===== config.mk =====
export PLATFORM = sky130hd
export DESIGN_NAME = pc_sequencer
export DESIGN_NICKNAME = d
export VERILOG_FILES = /design/src/rtl/pc_sequencer.sv
export SDC_FILE = /design/constraint.sdc
export NUM_CORES = 1
export LEC_CHECK = 0
export ABC_AREA = 1
export ABC_CLOCK_PERIOD_IN_PS = 2920
export CAP_MARGIN = 15
export CORE_ASPECT_RATIO = 0.9
export CORE_MARGIN = 3
export CORE_UTILIZATION = 50
export DETAILED_ROUTE_END_ITERATION = 10
export PLACE_DENSITY = 0.78
export SYNTH_ARGS = -nofsm -noshare
export SYNTH_HDL_FRONTEND = slang
export SYNTH_SLANG_ARGS = --single-unit

===== constraint.sdc =====
create_clock -name i_clk -period 2.92 [get_ports i_clk]
set_input_delay 0.292 -clock i_clk [delete_from_list [all_inputs] [get_ports i_clk]]
set_output_delay 0.292 -clock i_clk [all_outputs]
set_load 0.1 [all_outputs]

===== src/rtl/pc_sequencer.sv =====
// pc_sequencer
//   Program-counter controller for the 16-bit CPU. It owns the PC register and
//   steps it with an up/down incrementer or a full adder. Operations are next,
//   previous, jump, branch, call and return. A small LIFO holds the return
//   addresses. The fetch side and the decode side each use a valid/ready
//   handshake.
//
//   Ports:
//     i_clk          clock, rising edge
//     i_rst          synchronous active-high reset
//     o_pc           current fetch address
//     o_fetch_valid  o_pc is offered to instruction memory
//     i_fetch_ready  memory accepts o_pc this cycle
//     i_op_valid     decode presents an operation
//     o_op_ready     sequencer accepts an operation this cycle
//     i_op           0 NEXT, 1 PREV, 2 JUMP, 3 BRANCH, 4 CALL, 5 RET, 6 HOLD, 7 reserved
//     i_target       absolute address (JUMP/CALL) or signed offset (BRANCH)
//     o_halted       sequencer is in HALT
//     o_stack_err    sticky return-stack overflow/underflow flag
//     o_wrap_trap    sticky NEXT/PREV wrap trap flag
//
//   Optional feature macro: PC_WRAP_TRAP_EN
//     When defined, NEXT at all-ones or PREV at zero halts the sequencer and
//     sets o_wrap_trap. When undefined, these operations wrap silently and
//     o_wrap_trap stays 0.

module pc_sequencer #(
    parameter int               WIDTH       = 16,
    parameter int               STACK_DEPTH = 4,
    parameter logic [WIDTH-1:0] RESET_PC    = '0
) (
    input  logic             i_clk,
    input  logic             i_rst,
    output logic [WIDTH-1:0] o_pc,
    output logic             o_fetch_valid,
    input  logic             i_fetch_ready,
    input  logic             i_op_valid,
    output logic             o_op_ready,
    input  logic [2:0]       i_op,
    input  logic [WIDTH-1:0] i_target,
    output logic             o_halted,
    output logic             o_stack_err,
    output logic             o_wrap_trap
);

    localparam int PTR_W = $clog2(STACK_DEPTH);
    localparam int SP_W  = PTR_W + 1;

    localparam logic [2:0] OP_NEXT   = 3'd0;
    localparam logic [2:0] OP_PREV   = 3'd1;
    localparam logic [2:0] OP_JUMP   = 3'd2;
    localparam logic [2:0] OP_BRANCH = 3'd3;
    localparam logic [2:0] OP_CALL   = 3'd4;
    localparam logic [2:0] OP_RET    = 3'd5;

    localparam logic [WIDTH-1:0] ONE = WIDTH'(1);

    typedef enum logic [1:0] {
        ST_FETCH,
        ST_DECODE,
        ST_HALT
    } state_t;

    state_t           state;
    logic [SP_W-1:0]  sp;
    logic [WIDTH-1:0] stack_mem [STACK_DEPTH];

    // Datapath helpers. The incrementer counts up for everything except
    // PREV, so CALL reuses it to form the return address pc+1.
    logic             inc_up;
    logic [WIDTH-1:0] inc_result;
    logic [WIDTH-1:0] add_result;
    logic [PTR_W-1:0] push_idx;
    logic [PTR_W-1:0] top_idx;
    logic             stack_full;
    logic             stack_empty;
    logic             wrap_hit;

    assign inc_up      = (i_op != OP_PREV);
    assign inc_result  = inc_up ? (o_pc + ONE) : (o_pc - ONE);
    assign add_result  = o_pc + i_target;
    assign push_idx    = sp[PTR_W-1:0];
    assign top_idx     = sp[PTR_W-1:0] - PTR_W'(1);
    assign stack_full  = (sp == SP_W'(STACK_DEPTH));
    assign stack_empty = (sp == '0);

`ifdef PC_WRAP_TRAP_EN
    // A NEXT from all-ones or a PREV from zero would leave the address space.
    assign wrap_hit = ((i_op == OP_NEXT) && (&o_pc)) ||
                      ((i_op == OP_PREV) && (o_pc == '0));
`else
    assign wrap_hit = 1'b0;
`endif

    // Sequencer FSM with registered handshake and status outputs. In DECODE,
    // an accepted op defaults to a return to FETCH. The error branches then
    // override that default and park the sequencer in HALT.
    always_ff @(posedge i_clk) begin
        if (i_rst) begin
            state         <= ST_FETCH;
            o_pc          <= RESET_PC;
            sp            <= '0;
            o_stack_err   <= 1'b0;
            o_wrap_trap   <= 1'b0;
            o_halted      <= 1'b0;
            o_fetch_valid <= 1'b1;
            o_op_ready    <= 1'b0;
        end else begin
            case (state)
                ST_FETCH: begin
                    if (i_fetch_ready) begin
                        state         <= ST_DECODE;
                        o_fetch_valid <= 1'b0;
                        o_op_ready    <= 1'b1;
                    end
                end

                ST_DECODE: begin
                    if (i_op_valid) begin
                        state         <= ST_FETCH;
                        o_fetch_valid <= 1'b1;
                        o_op_ready    <= 1'b0;
                        case (i_op)
                            OP_NEXT, OP_PREV: begin
                                if (wrap_hit) begin
                                    o_wrap_trap   <= 1'b1;
                                    state         <= ST_HALT;
                                    o_halted      <= 1'b1;
                                    o_fetch_valid <= 1'b0;
                                end else begin
                                    o_pc <= inc_result;
                                end
                            end
                            OP_JUMP:   o_pc <= i_target;
                            OP_BRANCH: o_pc <= add_result;
                            OP_CALL: begin
                                if (stack_full) begin
                                    o_stack_err   <= 1'b1;
                                    state         <= ST_HALT;
                                    o_halted      <= 1'b1;
                                    o_fetch_valid <= 1'b0;
                                end else begin
                                    stack_mem[push_idx] <= inc_result;
                                    sp                  <= sp + SP_W'(1);
                                    o_pc                <= i_target;
                                end
                            end
                            OP_RET: begin
                                if (stack_empty) begin
                                    o_stack_err   <= 1'b1;
                                    state         <= ST_HALT;
                                    o_halted      <= 1'b1;
                                    o_fetch_valid <= 1'b0;
                                end else begin
                                    o_pc <= stack_mem[top_idx];
                                    sp   <= sp - SP_W'(1);
                                end
                            end
                            default: o_pc <= o_pc;
                        endcase
                    end
                end

                default: begin
                    state         <= ST_HALT;
                    o_halted      <= 1'b1;
                    o_fetch_valid <= 1'b0;
                    o_op_ready    <= 1'b0;
                end
            endcase
        end
    end

endmodule


-- After elaboration in Yosys (flattened, before gate mapping)
Memory sizes are Yosys's and may differ from the RTL's.
Index checks and enable logic that the tools add are counted.
W data, S select, Z words.
- flip-flop bits (word level): 25
- memory bits (writable): 64
- input bits: 23
- output and inout port bits: 21
- memories: 1
- add/subtract/negate cells: 6
- eq/ne operators: 17
- multiplexer cells: 32
- bitwise operators: 1
- reduce and logical (&&, ||, !) cells: 11
- memories (memory ; depth ; width ; read ports ; clocked after memory_dff ; wr ports ; line ; RTL):
    stack_mem ; 4 ; 16 ; 1 ; 0 ; 1 ; 66 ; logic [WIDTH-1:0] stack_mem [STACK_DEPTH];
- operators with widths (operator ; number):
    $pmux W16 S5 ; 1
    $mux W16 ; 3
    $reduce_and A5 Y1 ; 4
    $add A16 B1 Y16 const B ; 1
    $add A16 B16 Y16 ; 1
    $sub A16 B1 Y16 const B ; 1
    $mux W1 ; 14
    $ne A2 B2 Y1 const B ; 6
    $pmux W1 S2 ; 5
    $eq A3 B3 Y1 const B ; 3
    $mux W2 ; 4
    $pmux W2 S2 ; 2
    $eq A3 B2 Y1 const B ; 2
    $logic_not A3 Y1 ; 2
    $mux W3 ; 2
    $ne A3 B3 Y1 const B ; 2
    $pmux W3 S2 ; 1
    $reduce_bool A5 Y1 ; 1
    $add A3 B1 Y3 const B ; 1
    $eq A3 B1 Y1 const B ; 1
    $ne A3 B1 Y1 const B ; 1
    $ne A3 B2 Y1 const B ; 1
    $sub A3 B1 Y3 const B ; 1
    $eq A2 B1 Y1 const B ; 1
    6 further kinds ; 6

-- Depth between registers and ports, before layout
- depth after elaboration: 7
- mapped depth: 18

-- Worst setup path after synthesis
Ideal clock, no wire load.
- kind: register to register
- from: register o_pc[0]
- to: register o_pc[12]
- library setup time: 0.071 ns
- arrival time: 2.604 ns
- required time: 2.849 ns
- slack: 0.246 ns
- stages on the path, launching flop included: 15
- clock period less this slack: 2.674 ns
- cell sequence: dfxtp_1 ha_1 inv_1 fa_1 inv_1 nand3_1 nand2_1 nand4_1 nand3_1 nor2_1 nor2_1 nand2_1 a21oi_1 nand2_1 a21oi_1
- cells in the longest elaborated chain, start to end: 3
- elaborated cells on any way between the ends: 5
- classes of those cells: add/sub (3); mux (2)
- ends and longest elaborated chain (item ; line ; RTL):
    start: declaration ; 34 ; output logic [WIDTH-1:0] o_pc,
    start signal: assignment ; 131 ; o_pc <= inc_result;
    start signal: assignment ; 134 ; OP_JUMP: o_pc <= i_target;
    start signal: assignment ; 135 ; OP_BRANCH: o_pc <= add_result;
    $sub A16 B1 Y16 / $add A16 B1 Y16 (equally long branches) ; 80 ; assign inc_result = inc_up ? (o_pc + ONE) : (o_pc - ONE);
    $mux W16 ; 80 ;
    $pmux W16 S5 (*) ; 123 ; case (i_op)
Every way passes the cells marked *; elsewhere a longest branch is shown, timed or not.
A chain may end at the register's enable or synchronous reset.

-- Final worst setup path
- from: register o_pc[1]
- to: register o_pc[14]
The elaborated chain is that of the path after synthesis.

==> results.cfg <==
[timing]
layout_min_cycle_time_ps = 2493
setup_ws_ps = 426.8
rsz0062_at_grt = false
slew_violations = 0
fin_crit_sh_pct = 85.38
relSlewSlack_pct = 53.04
hold_viol = 0
timing.setup.tns_ps = 0
fin_worst_skew_ps = 7.656
fmax_mhz = 401.1
tightestPinTransition_ps = 704.4
setup_viol = 0

[power]
netSwitchingFraction_pct = 30.31
powerDensity_nw_per_um2 = 469.2
p_clk_share_pct = 36.5
leakagePower_nw = 2.823
p_sw_w = 0.0009219
p_int_w = 0.002119
vdd_ir_drop_max_mv = 0.3152
power_w = 0.003041
combPwrFrac_pct = 18.0
seqPwrFrac_pct = 45.4

[cells_and_area]
drive_gt1_share_pct = 12.18
final_area_um2 = 6481
diodes = 0
area_growth_pct = 16.22
finalNetCount = 814

[die]
fp.dieH_um = 106.2
num_rows = 35
die-width_um = 117.3
start_util_pct = 52.84
die-area_um2 = 12460
design.core.area_um2 = 10550
pin_count = 44

[logic_synthesis]
yosysWarnings = 0
ys_types = 51
syn-num-nets = 760
synthTopCellsByArea = edfxtp_1 34%, nand2_1 12%, dfxtp_1 8.6%
synthCells = 713
synth_top_area_cell = edfxtp_1
yosysSeqAreaShare_pct = 43.08
synth_area_per_cell_um2 = 7.821
synth_top_cell_area_share_pct = 34.46
synth-seq-cells = 88
synth_area_um2 = 5577

[placement]
placed_area_um2 = 6192
port_buffers = 42
place.gp.congestion = 0.9788
pre_cts_slack_ps = 116.7
dp_hpwl_um = 12630

[routing]
wl_um = 16850
drt_iter0_drc = 525
vias_per_cell = 5.743
num_vias = 5284
drt-pass1-iter-count = 5
drc = 0
wire_per_inst_um = 18.31
final_antenna_net_count = 0

[setup_path]
critPathArrivalTime_ps = 2730
crit_required_ps = 3150
crit_path_end_kind = register
worstPathMaxFanout = 6
path_class = register to register
rrSetupSlack_ps = 430
cp-start-kind = register

[clock_tree]
postCtsHoldBufs = 0
clkLatencyLatePin_ps = 350
cts-root-buf = clkbuf_16
cts-resized-gates = 0
h-tree-depth = 3
clk_pin_slew_ps = 70
clock_path_buffers = 2
cts_tree = built
numCtsBuffers = 9
cts_sinks = 88
postCtsSetupBuffers = 0

[grt]
grt_overflow_total = 0
grt_max_degree = 39
grt_pass1_wl_um = 26950
grt_pass1_vias = 5031
antenna_found_initial = 0
track_usage_pct = 27.69

[flow_run]
maxCapViolations = 0

[min_path]
hold_path_class = register to register

[status]
status = finished, final reports clean
-- path summary, 6_finish.rpt --
check / cells after the start / endpoint / startpoint
setup reg to reg: 14 / o_pc[14] / o_pc[1]
hold / removal: 2 / o_halted / o_halted
setup / recovery: 14 / o_pc[14] / o_pc[1]
hold reg to reg: 2 / o_halted / o_halted
-- cell usage after synthesis, drive strengths merged --
library cell  instances
ha                   22
a31oi                 8
o21ai                38
xnor2                 3
nor2b                 1
nand2               190
a221o                 1
o21bai                4
nand4                 6
o22ai                 6
edfxtp               64
o311ai                1
conb                  1
nand3b                2
o21a                  1
clkbuf               11
a41o                  1
a221oi                4
a22o                  1
a211oi                2
xor2                  8
nand3                64
a21o                  1
a21oi                65
a22oi                 3
inv                  83
clkinv                1
nor4                  1
o31ai                 1
nor3                  8
a41oi                 7
dfxtp                24
buf                  12
nor2                 60
or2                   2
a32o                  1
fa                    2
and2                  3
-- placed cells by master (no fill, tap or decap), drive strengths merged, types with 4 or more instances in the layout --
cell           synthesis  routed
dfxtp                 24      24
nand4                  6       6
xor2                   8       8
o22ai                  6       6
inv                   83      86
a41oi                  7       7
ha                    22      22
o21ai                 38      38
clkbuf                11       9
edfxtp                64      64
o21bai                 4       4
nor2                  60      60
clkinv                 1       4
a31oi                  8       8
a221oi                 4       4
clkdlybuf4s50          0      22
nand2                190     190
nor3                   8       8
a21oi                 65      65
buf                   12      44
nand3                 64      64
-- state kept, by name, indices dropped and copies added (netlist names) --
signal,cells
o_fetch_valid,1
stack_mem,64
o_stack_err,1
state,2
o_pc,16
o_halted,1
sp,3
-- metrics by stage --
stage / instances / utilization (%) / hold slack, ps
after CTS: 920 / 61.41 / 469.7
final: 920 / 61.41 / 463.3
after detailed placement: 904 / 58.67 / 459.7
after global placement: 904 / 58.67 / 441.8
after floorplan: 713 / - / 361.1
after global routing: 920 / 61.41 / 502.1
-- cell families (layout without fill, tap and decap cells) --
group	after synthesis	in the layout	share of synthesized area, %
AND/OR/NAND/NOR	337	337	26.32
AO/OA/AOI/OAI	145	145	15.21
buffers and inverters	107	166	7.808
flip-flops	88	88	43.08
adder cells (fa/ha/maj)	24	24	5.654
XOR/XNOR	11	11	1.862
other	1	1	0.06725
-- layout make-up --
type / instances / area [um^2]
inverters: 84 / 315.3
multi-input cells: 518 / 2739
fillers: 915 / 4073
repair buffers: 66 / 550.5
well taps: 148 / 185.2
flip-flops and latches: 88 / 2402
clock buffers: 9 / 225.2
clock inverters: 7 / 63.81
-- power by group through the flow --
stage          logic [W]  clock network, W  registers, W
6_report        0.000549           0.00111       0.00138
5_1_grt         0.000595           0.00118       0.00138
4_1_cts         0.000542           0.00112       0.00138
3_5_place_dp    0.000538                 0       0.00141
3_3_place_gp    0.000530                 0       0.00141
2_1_floorplan   0.000279                 0       0.00149
-- worst max-delay path, stage by stage (launching register included) --
cell and delay (ps):
dfxtp_1 520, inv_1 200, fa_1 490, inv_1 110, nand3_1 70, nand2_1 170
nand2_1 70, nand2_1 140, nand3_1 130, nand2_1 100, nand2_1 50, nand3_1 120
nand3_1 90, inv_1 80, a21oi_1 60
-- per-layer routing --
| layer | vias up | GRT usage [%] | wire [um] |
|---|---|---|---|
| met5 | - | 0 | 0 |
| met4 | 0 | 9.548 | 474 |
| met3 | 31 | 6.383 | 1569 |
| met2 | 237 | 43.52 | 7525 |
| met1 | 2483 | 37.93 | 7278 |
| li1 | 2533 | - | - |
(Power assumes the default switching activity.)
